**src/rtl/control_pkg.sv**
```systemverilog
// rtl/control_pkg.sv - shared types and constants for the multicycle RV32I sequencer
// Holds the state enum, opcode values, ALU operation codes, mux select codes
// and the opcode-class enum with its classify() helper.
package control_pkg;

  typedef enum logic [2:0] {
    S_FETCH  = 3'd0,
    S_DECODE = 3'd1,
    S_EXEC   = 3'd2,
    S_MEM    = 3'd3,
    S_WB     = 3'd4
  } state_t;

  localparam logic [6:0] OP_R      = 7'b0110011;
  localparam logic [6:0] OP_I      = 7'b0010011;
  localparam logic [6:0] OP_LOAD   = 7'b0000011;
  localparam logic [6:0] OP_STORE  = 7'b0100011;
  localparam logic [6:0] OP_BRANCH = 7'b1100011;
  localparam logic [6:0] OP_JAL    = 7'b1101111;
  localparam logic [6:0] OP_JALR   = 7'b1100111;
  localparam logic [6:0] OP_LUI    = 7'b0110111;
  localparam logic [6:0] OP_AUIPC  = 7'b0010111;

  localparam logic [3:0] ALUOP_R      = 4'b0000;
  localparam logic [3:0] ALUOP_I      = 4'b1100;
  localparam logic [3:0] ALUOP_ADD    = 4'b1110;
  localparam logic [3:0] ALUOP_STORE  = 4'b0001;
  localparam logic [3:0] ALUOP_BRANCH = 4'b1111;
  localparam logic [3:0] ALUOP_LUI    = 4'b0011;
  localparam logic [3:0] ALUOP_AUIPC  = 4'b0111;
  localparam logic [3:0] ALUOP_JAL    = 4'b0010;
  localparam logic [3:0] ALUOP_JALR   = 4'b0100;

  localparam logic [1:0] SRCA_PC    = 2'b00;
  localparam logic [1:0] SRCA_RS1   = 2'b01;
  localparam logic [1:0] SRCA_PCOLD = 2'b10;
  localparam logic [1:0] SRCA_ZERO  = 2'b11;

  localparam logic [1:0] SRCB_RS2  = 2'b00;
  localparam logic [1:0] SRCB_FOUR = 2'b01;
  localparam logic [1:0] SRCB_IMM  = 2'b10;

  localparam logic [1:0] M2R_ALUOUT = 2'b00;
  localparam logic [1:0] M2R_MDR    = 2'b01;
  localparam logic [1:0] M2R_PC     = 2'b10;

  typedef enum logic [3:0] {
    CLS_R, CLS_I, CLS_LOAD, CLS_STORE, CLS_BRANCH,
    CLS_JAL, CLS_JALR, CLS_LUI, CLS_AUIPC, CLS_ILLEGAL
  } opclass_t;

  function automatic opclass_t classify(input logic [6:0] op);
    case (op)
      OP_R:      return CLS_R;
      OP_I:      return CLS_I;
      OP_LOAD:   return CLS_LOAD;
      OP_STORE:  return CLS_STORE;
      OP_BRANCH: return CLS_BRANCH;
      OP_JAL:    return CLS_JAL;
      OP_JALR:   return CLS_JALR;
      OP_LUI:    return CLS_LUI;
      OP_AUIPC:  return CLS_AUIPC;
      default:   return CLS_ILLEGAL;
    endcase
  endfunction

endpackage

```
**src/rtl/control_multiciclo.sv**
```systemverilog
// rtl/control_multiciclo.sv - multicycle FETCH/DECODE/EXEC/MEM/WB sequencer
// Inputs : CLK, RESET_N (async, active-low), opcode (IR[6:0]), br_taken, mem_ready
// Outputs: mem_req/mem_we/IorD memory handshake, IRWrite/PCWrite/RegWrite enables,
//          PCSrc/ALUSrcA/ALUSrcB/ALUOp/MemtoReg selects, instr_done/illegal pulses,
//          state (debug).
module control_multiciclo
  import control_pkg::*;
(
  input  logic       CLK,
  input  logic       RESET_N,
  input  logic [6:0] opcode,
  input  logic       br_taken,
  input  logic       mem_ready,
  output logic       mem_req,
  output logic       mem_we,
  output logic       IorD,
  output logic       IRWrite,
  output logic       PCWrite,
  output logic       RegWrite,
  output logic       PCSrc,
  output logic [1:0] ALUSrcA,
  output logic [1:0] ALUSrcB,
  output logic [3:0] ALUOp,
  output logic [1:0] MemtoReg,
  output logic       instr_done,
  output logic       illegal,
  output logic [2:0] state
);

  state_t   r_state;
  opclass_t r_cls;
  state_t   w_next;
  opclass_t w_cls;

  // IR is valid from DECODE on; classify it live there, use the registered class later
  assign w_cls = classify(opcode);
  assign state = r_state;

  always_ff @(posedge CLK or negedge RESET_N) begin
    if (!RESET_N) begin
      r_state <= S_FETCH;
      r_cls   <= CLS_ILLEGAL;
    end else begin
      r_state <= w_next;
      if (r_state == S_DECODE) r_cls <= w_cls;
    end
  end

  always_comb begin
    w_next     = r_state;
    mem_req    = 1'b0;
    mem_we     = 1'b0;
    IorD       = 1'b0;
    IRWrite    = 1'b0;
    PCWrite    = 1'b0;
    RegWrite   = 1'b0;
    PCSrc      = 1'b0;
    ALUSrcA    = SRCA_PC;
    ALUSrcB    = SRCB_RS2;
    ALUOp      = ALUOP_R;
    MemtoReg   = M2R_ALUOUT;
    instr_done = 1'b0;
    illegal    = 1'b0;
    // While reset is held every output is forced to its idle value, so an
    // in-flight request drops immediately rather than at the next edge.
    if (RESET_N) begin
      case (r_state)
        S_FETCH: begin
          mem_req = 1'b1;
          ALUSrcB = SRCB_FOUR;
          ALUOp   = ALUOP_ADD;
          if (mem_ready) begin
            IRWrite = 1'b1;
            PCWrite = 1'b1;
            w_next  = S_DECODE;
          end
        end
        S_DECODE: begin
          // ALUOut captures PCold + imm: the branch/JAL target
          ALUSrcA = SRCA_PCOLD;
          ALUSrcB = SRCB_IMM;
          ALUOp   = ALUOP_ADD;
          if (w_cls == CLS_ILLEGAL) begin
            illegal = 1'b1;
            w_next  = S_FETCH;
          end else begin
            w_next  = S_EXEC;
          end
        end
        S_EXEC: begin
          w_next = S_WB;
          case (r_cls)
            CLS_R: begin
              ALUSrcA = SRCA_RS1; ALUSrcB = SRCB_RS2; ALUOp = ALUOP_R;
            end
            CLS_I: begin
              ALUSrcA = SRCA_RS1; ALUSrcB = SRCB_IMM; ALUOp = ALUOP_I;
            end
            CLS_LOAD: begin
              ALUSrcA = SRCA_RS1; ALUSrcB = SRCB_IMM; ALUOp = ALUOP_ADD;
              w_next  = S_MEM;
            end
            CLS_STORE: begin
              ALUSrcA = SRCA_RS1; ALUSrcB = SRCB_IMM; ALUOp = ALUOP_STORE;
              w_next  = S_MEM;
            end
            CLS_BRANCH: begin
              ALUSrcA    = SRCA_RS1; ALUSrcB = SRCB_RS2; ALUOp = ALUOP_BRANCH;
              PCSrc      = 1'b1;
              PCWrite    = br_taken;
              instr_done = 1'b1;
              w_next     = S_FETCH;
            end
            CLS_JAL: begin
              ALUSrcA = SRCA_PCOLD; ALUSrcB = SRCB_IMM; ALUOp = ALUOP_JAL;
              PCWrite = 1'b1; PCSrc = 1'b1;
            end
            CLS_JALR: begin
              // live ALU result; the datapath clears bit 0 of the target
              ALUSrcA = SRCA_RS1; ALUSrcB = SRCB_IMM; ALUOp = ALUOP_JALR;
              PCWrite = 1'b1; PCSrc = 1'b0;
            end
            CLS_LUI: begin
              ALUSrcA = SRCA_ZERO; ALUSrcB = SRCB_IMM; ALUOp = ALUOP_LUI;
            end
            CLS_AUIPC: begin
              ALUSrcA = SRCA_PCOLD; ALUSrcB = SRCB_IMM; ALUOp = ALUOP_AUIPC;
            end
            default: w_next = S_FETCH;
          endcase
        end
        S_MEM: begin
          mem_req = 1'b1;
          IorD    = 1'b1;
          mem_we  = (r_cls == CLS_STORE);
          if (mem_ready) begin
            if (r_cls == CLS_STORE) begin
              instr_done = 1'b1;
              w_next     = S_FETCH;
            end else begin
              w_next     = S_WB;
            end
          end
        end
        S_WB: begin
          RegWrite   = 1'b1;
          instr_done = 1'b1;
          if (r_cls == CLS_LOAD) MemtoReg = M2R_MDR;
          else if (r_cls == CLS_JAL || r_cls == CLS_JALR) MemtoReg = M2R_PC;
          w_next = S_FETCH;
        end
        default: w_next = S_FETCH;
      endcase
    end
  end

endmodule

```
**config.mk**
```make
export PLATFORM = sky130hd
export DESIGN_NAME = control_multiciclo
export DESIGN_NICKNAME = d
export VERILOG_FILES = /design/src/rtl/control_pkg.sv /design/src/rtl/control_multiciclo.sv
export SDC_FILE = /design/constraint.sdc
export NUM_CORES = 1
export LEC_CHECK = 0
export CAP_MARGIN = 30
export CORE_MARGIN = 2
export CORE_UTILIZATION = 43
export DETAILED_ROUTE_END_ITERATION = 7
export PLACE_DENSITY = 0.78
export SYNTH_ARGS = -nofsm -noshare
export SYNTH_HDL_FRONTEND = slang
export SYNTH_SLANG_ARGS = --single-unit
```
**constraint.sdc**
```tcl
create_clock -name CLK -period 1.7 [get_ports CLK]
set_input_delay 0.255 -clock CLK [delete_from_list [all_inputs] [get_ports CLK]]
set_output_delay 0.255 -clock CLK [all_outputs]
set_load 0.005 [all_outputs]
```
==> reports/summary.txt, run 1 <==
Clock Sinks - 7
async set-reset flop share out of synthesis - 100%
status - stopped before the end
Die Ht - 49.0 um
H-tree depth - 1
Gate Count Post-Synth - 126
synth top area cells - dfrtp_1, dfstp_2, nand2b_1
clock root cell - clkbuf_4
Synth Area per Inst - 6.90 um2
HPWL Detailed - 2230 um
synth unique cells - 46
post-synth top area share - 14.4%
row cnt - 16
Initial Util - 44.8%
CTS Buffer Depth - 2
I/O Buffers - 32
failing step - global routing (5_1_grt)
most frequent cells after synthesis - nand2_1, nor2_1, a21oi_1
count leader, synth - nand2_1
GR repair worst EP - instr_done
largest net degree at the start of global routing - 18
worst_ep kind - primary output
Synth area leader - dfrtp_1
gpl congestion - 0.925
I/O pin count - 33
register area share after synthesis - 20.4%
Yosys reg bits - 7
Mapped Area - 870 um2
Die Span X - 49.0 um
Ys Warns - 0
cts hold-fix bufs - 0
number of synthesized flops with an enable pin - 0
Tool Error - [ERROR DPL-0038] Utilization greater than 100%, impossible to legalize
predominant post-synthesis flop cell - dfrtp_1
syn nets - 137
number of CTS-inserted buffers - 3
cells by family after synthesis:
logic type,count (synthesis),share of synthesized area [%]
AOI/OAI and AO/OA,39,30.6
buffers and inverters,18,8.49
and+or+nand+nor,58,36.4
DFF,7,20.4
xor gates and xnor gates,4,4.03
through the flow:
step           setup TNS (ns)  instances  area [um2]  setup slack (ns)
4_1_cts                 -1.49        235        1720            -0.279
3_5_place_dp            -7.19        216        1490            -0.518
3_3_place_gp            -6.72        216        1490            -0.482
2_1_floorplan               0        126         870            0.0899
what timing repair did:
action | 4_1_cts
buffers inserted | 15
setup endpoints to repair | 19
gates resized for setup | 107
pin swaps | 22
==> inputs of run 2 (changes only) <==
CORE_AREA = 2 2 63 65   (was default)
CORE_MARGIN = default   (was 2)
CORE_UTILIZATION = default   (was 43)
DIE_AREA = 0 0 65 67   (was default)
PLACE_DENSITY = default   (was 0.78)
PLACE_DENSITY_LB_ADDON = 0.15   (was default)
==> reports/summary.txt, run 2 <==
status - complete, but fails checks
violated checks - setup timing
clock-pin transition on the worst setup and hold timing paths - 0.04 ns
CP Class - register to output port
initial antenna violation count - 0
# diodes - 0
Gate Count Post-Synth - 126 (unchanged)
Critical Path Sink Type - output port
Final WS setup - -0.254 ns
Fill cells - 342
count leader, synth - nand2_1
Yosys reg bits - 7 (unchanged)
Reg2Reg Depth - 10
Initial Util - 24.1% (-21 points)
Mapped Area - 870 um2 (unchanged)
DR iter-0 viols - 38
reg-to-reg startpoint - state[1]
predominant post-synthesis flop cell - dfrtp_1
Ys Warns - 0 (unchanged)
Largest register FFs - 4
crit path launch type - register
number of CTS-inserted buffers - 3 (unchanged)
met2 Use GR - 32.6%
CTS Buffer Depth - 2 (unchanged)
Req. time, crit path - 1.44 ns
Die Ht - 67 um (+37%)
Via density - 4.85
maximum clock frequency - 0.512 GHz
Max FO, Critical Path - 5
clock root cell - clkbuf_8
I/O Buffers - 32 (unchanged)
Via Count - 1275
drt wl/cell - 13.5 um
Final Cycle Share - 115%
fin util - 54.8%
Hold WS - 0.195 ns
crit path from - r_cls[0]
Die Span X - 65 um (+33%)
skew final - 0.00243 ns
end of the critical path - instr_done
Worst R2R End - r_cls[1]
synth top area cells - dfrtp_1, dfstp_2, nand2b_1
Routed Antenna Nets - 0
fin crit period - 1.95 ns
largest net degree at the start of global routing - 18
Slew HR - 80.8%
Synth Area per Inst - 6.90 um2 (unchanged)
gpl congestion - 0.787 (-15%)
DRC violations left - 0
HPWL Detailed - 2300 um (+3.4%)
area delta synth->final - 127%
I/O pin count - 33 (unchanged)
worst skew pair latency - 0.22 ns
Slew @ Worst Pin - 0.288 ns
Tot GR Track Use - 16.2%
RSZ-0062 raised after global routing - true
most common cell after layout, fill and taps aside - buf_4
most frequent cells in the layout - buf_4, buf_6, buf_2
CTS tree - done
Setup Viol. Count Final - 17
PD cells - 469 nW/um2
GRT busiest layer - met2
number of synthesized flops with an enable pin - 0 (unchanged)
Clock Sinks - 7 (unchanged)
Synth area leader - dfrtp_1
met1 GRT Util - 18.2%
Routed Wire Length - 3540 um
total grt overflow - 0
Max Cap Viol - 0
async set-reset flop share out of synthesis - 100% (unchanged)
GRT met3 Usage - 1.52%
nets - 227
cts hold-fix bufs - 0 (unchanged)
Hold WC Path Type - input port to asynchronous set/reset pin
Power Total - 926 uW
most frequent cells after synthesis - nand2_1, nor2_1, a21oi_1
synth unique cells - 46 (unchanged)
final hold violation count - 0
core region area - 3610 um2
layout cells sized above 1 - 56.7%
R2R Setup Slk - -0.02 ns
H-tree depth - 1 (unchanged)
global-route wire length before repair - 5550 um
Top reg by flops - r_cls
syn nets - 137 (unchanged)
Static Leakage - 0.000903 uW
Slew Limit Fails - 0
vias in the first global route - 1238
DRT Pass-1 Iters - 4
Data arrival, critical path - 1.70 ns
register area share after synthesis - 20.4% (unchanged)
post-synth top area share - 14.4% (unchanged)
row cnt - 22 (+6)
full die area - 4360 um2
maximum vdd drop - 0.239 mV
## run 2: cell counts after synthesis
Identical to the previous run, type by type.
## run 2: worst max-delay path: stages (launching register included)
cell and delay [ns]:
dfstp_2 0.60, buf_6 0.15, buf_4 0.12, nor3_1 0.05, a31oi_1 0.22, o2bb2ai_2 0.08, and2_1 0.13, buf_2 0.12
## run 2: final cells by class
cell class	instances	area [um2]	area share, %
inverters	7	26.3	1.33
repair buffers	96	830	42.0
multi-input cells	101	835	42.2
well taps	48	60.1	3.04
flip-flops and latches	7	180	9.12
clock buffers	4	45.0	2.28
## run 2: kinds of logic (layout without fill, tap and decap cells)
kind of cell	count (synthesis)	count (layout)	share of synthesized area (%)
AND/OR/NAND/NOR	58	58	36.4
buffers and inverters	18	107	8.49
AO/OA/AOI/OAI	39	39	30.6
flip-flops	7	7	20.4
XOR/XNOR	4	4	4.03
## run 2: per-stage QoR
| step | cells | setup WS (ns) | TNS [ns] | instance area, um2 |
|---|---|---|---|---|
| 2_1_floorplan | 126 | 0.0899 | 0 | 870 |
| 3_3_place_gp | 232 | -0.525 | -7.00 | 1480 |
| 3_5_place_dp | 232 | -0.534 | -7.46 | 1480 |
| 4_1_cts | 255 | -0.242 | -2.03 | 1790 |
| 5_1_grt | 263 | -0.350 | -3.15 | 1980 |
| 6_report | 263 | -0.254 | -1.72 | 1980 |
## run 2: timing repair
item	in CTS	in global routing
resized for setup	98	47
cloned	0	0
buffers inserted	19	10
pin swaps	26	19
endpoints found under the setup margin	19	23
## run 2: how the worst min path moves through the flow
| stage | startpoint | to | cells after the start |
|---|---|---|---|
| 2_1_floorplan | RESET_N | r_cls[1] | 0 |
| 3_3_place_gp | r_cls[0] | r_cls[0] | 2 |
| 3_5_place_dp | r_cls[0] | r_cls[0] | 2 |
| 4_1_cts | RESET_N | state[0] | 2 |
| 5_1_grt | RESET_N | r_cls[2] | 2 |
| 6_report | RESET_N | state[0] | 2 |
## run 2: where the power goes
part	switching (uW)	total, uW	internal, uW
Combinational	218	501	283
Clock	66.6	228	162
Sequential	14.0	196	182
Total	299	926	627
## run 2: layer usage
metal  vias up  wire length, um  part of all wire [%]
li1        638                -                     -
met1       606             1390                    39
met2        27             2020                    57
met3         4              109                   3.1
met4         0               23                  0.65
met5         -                0                     0
No activity file was read; power rests on OpenSTA's default activity.
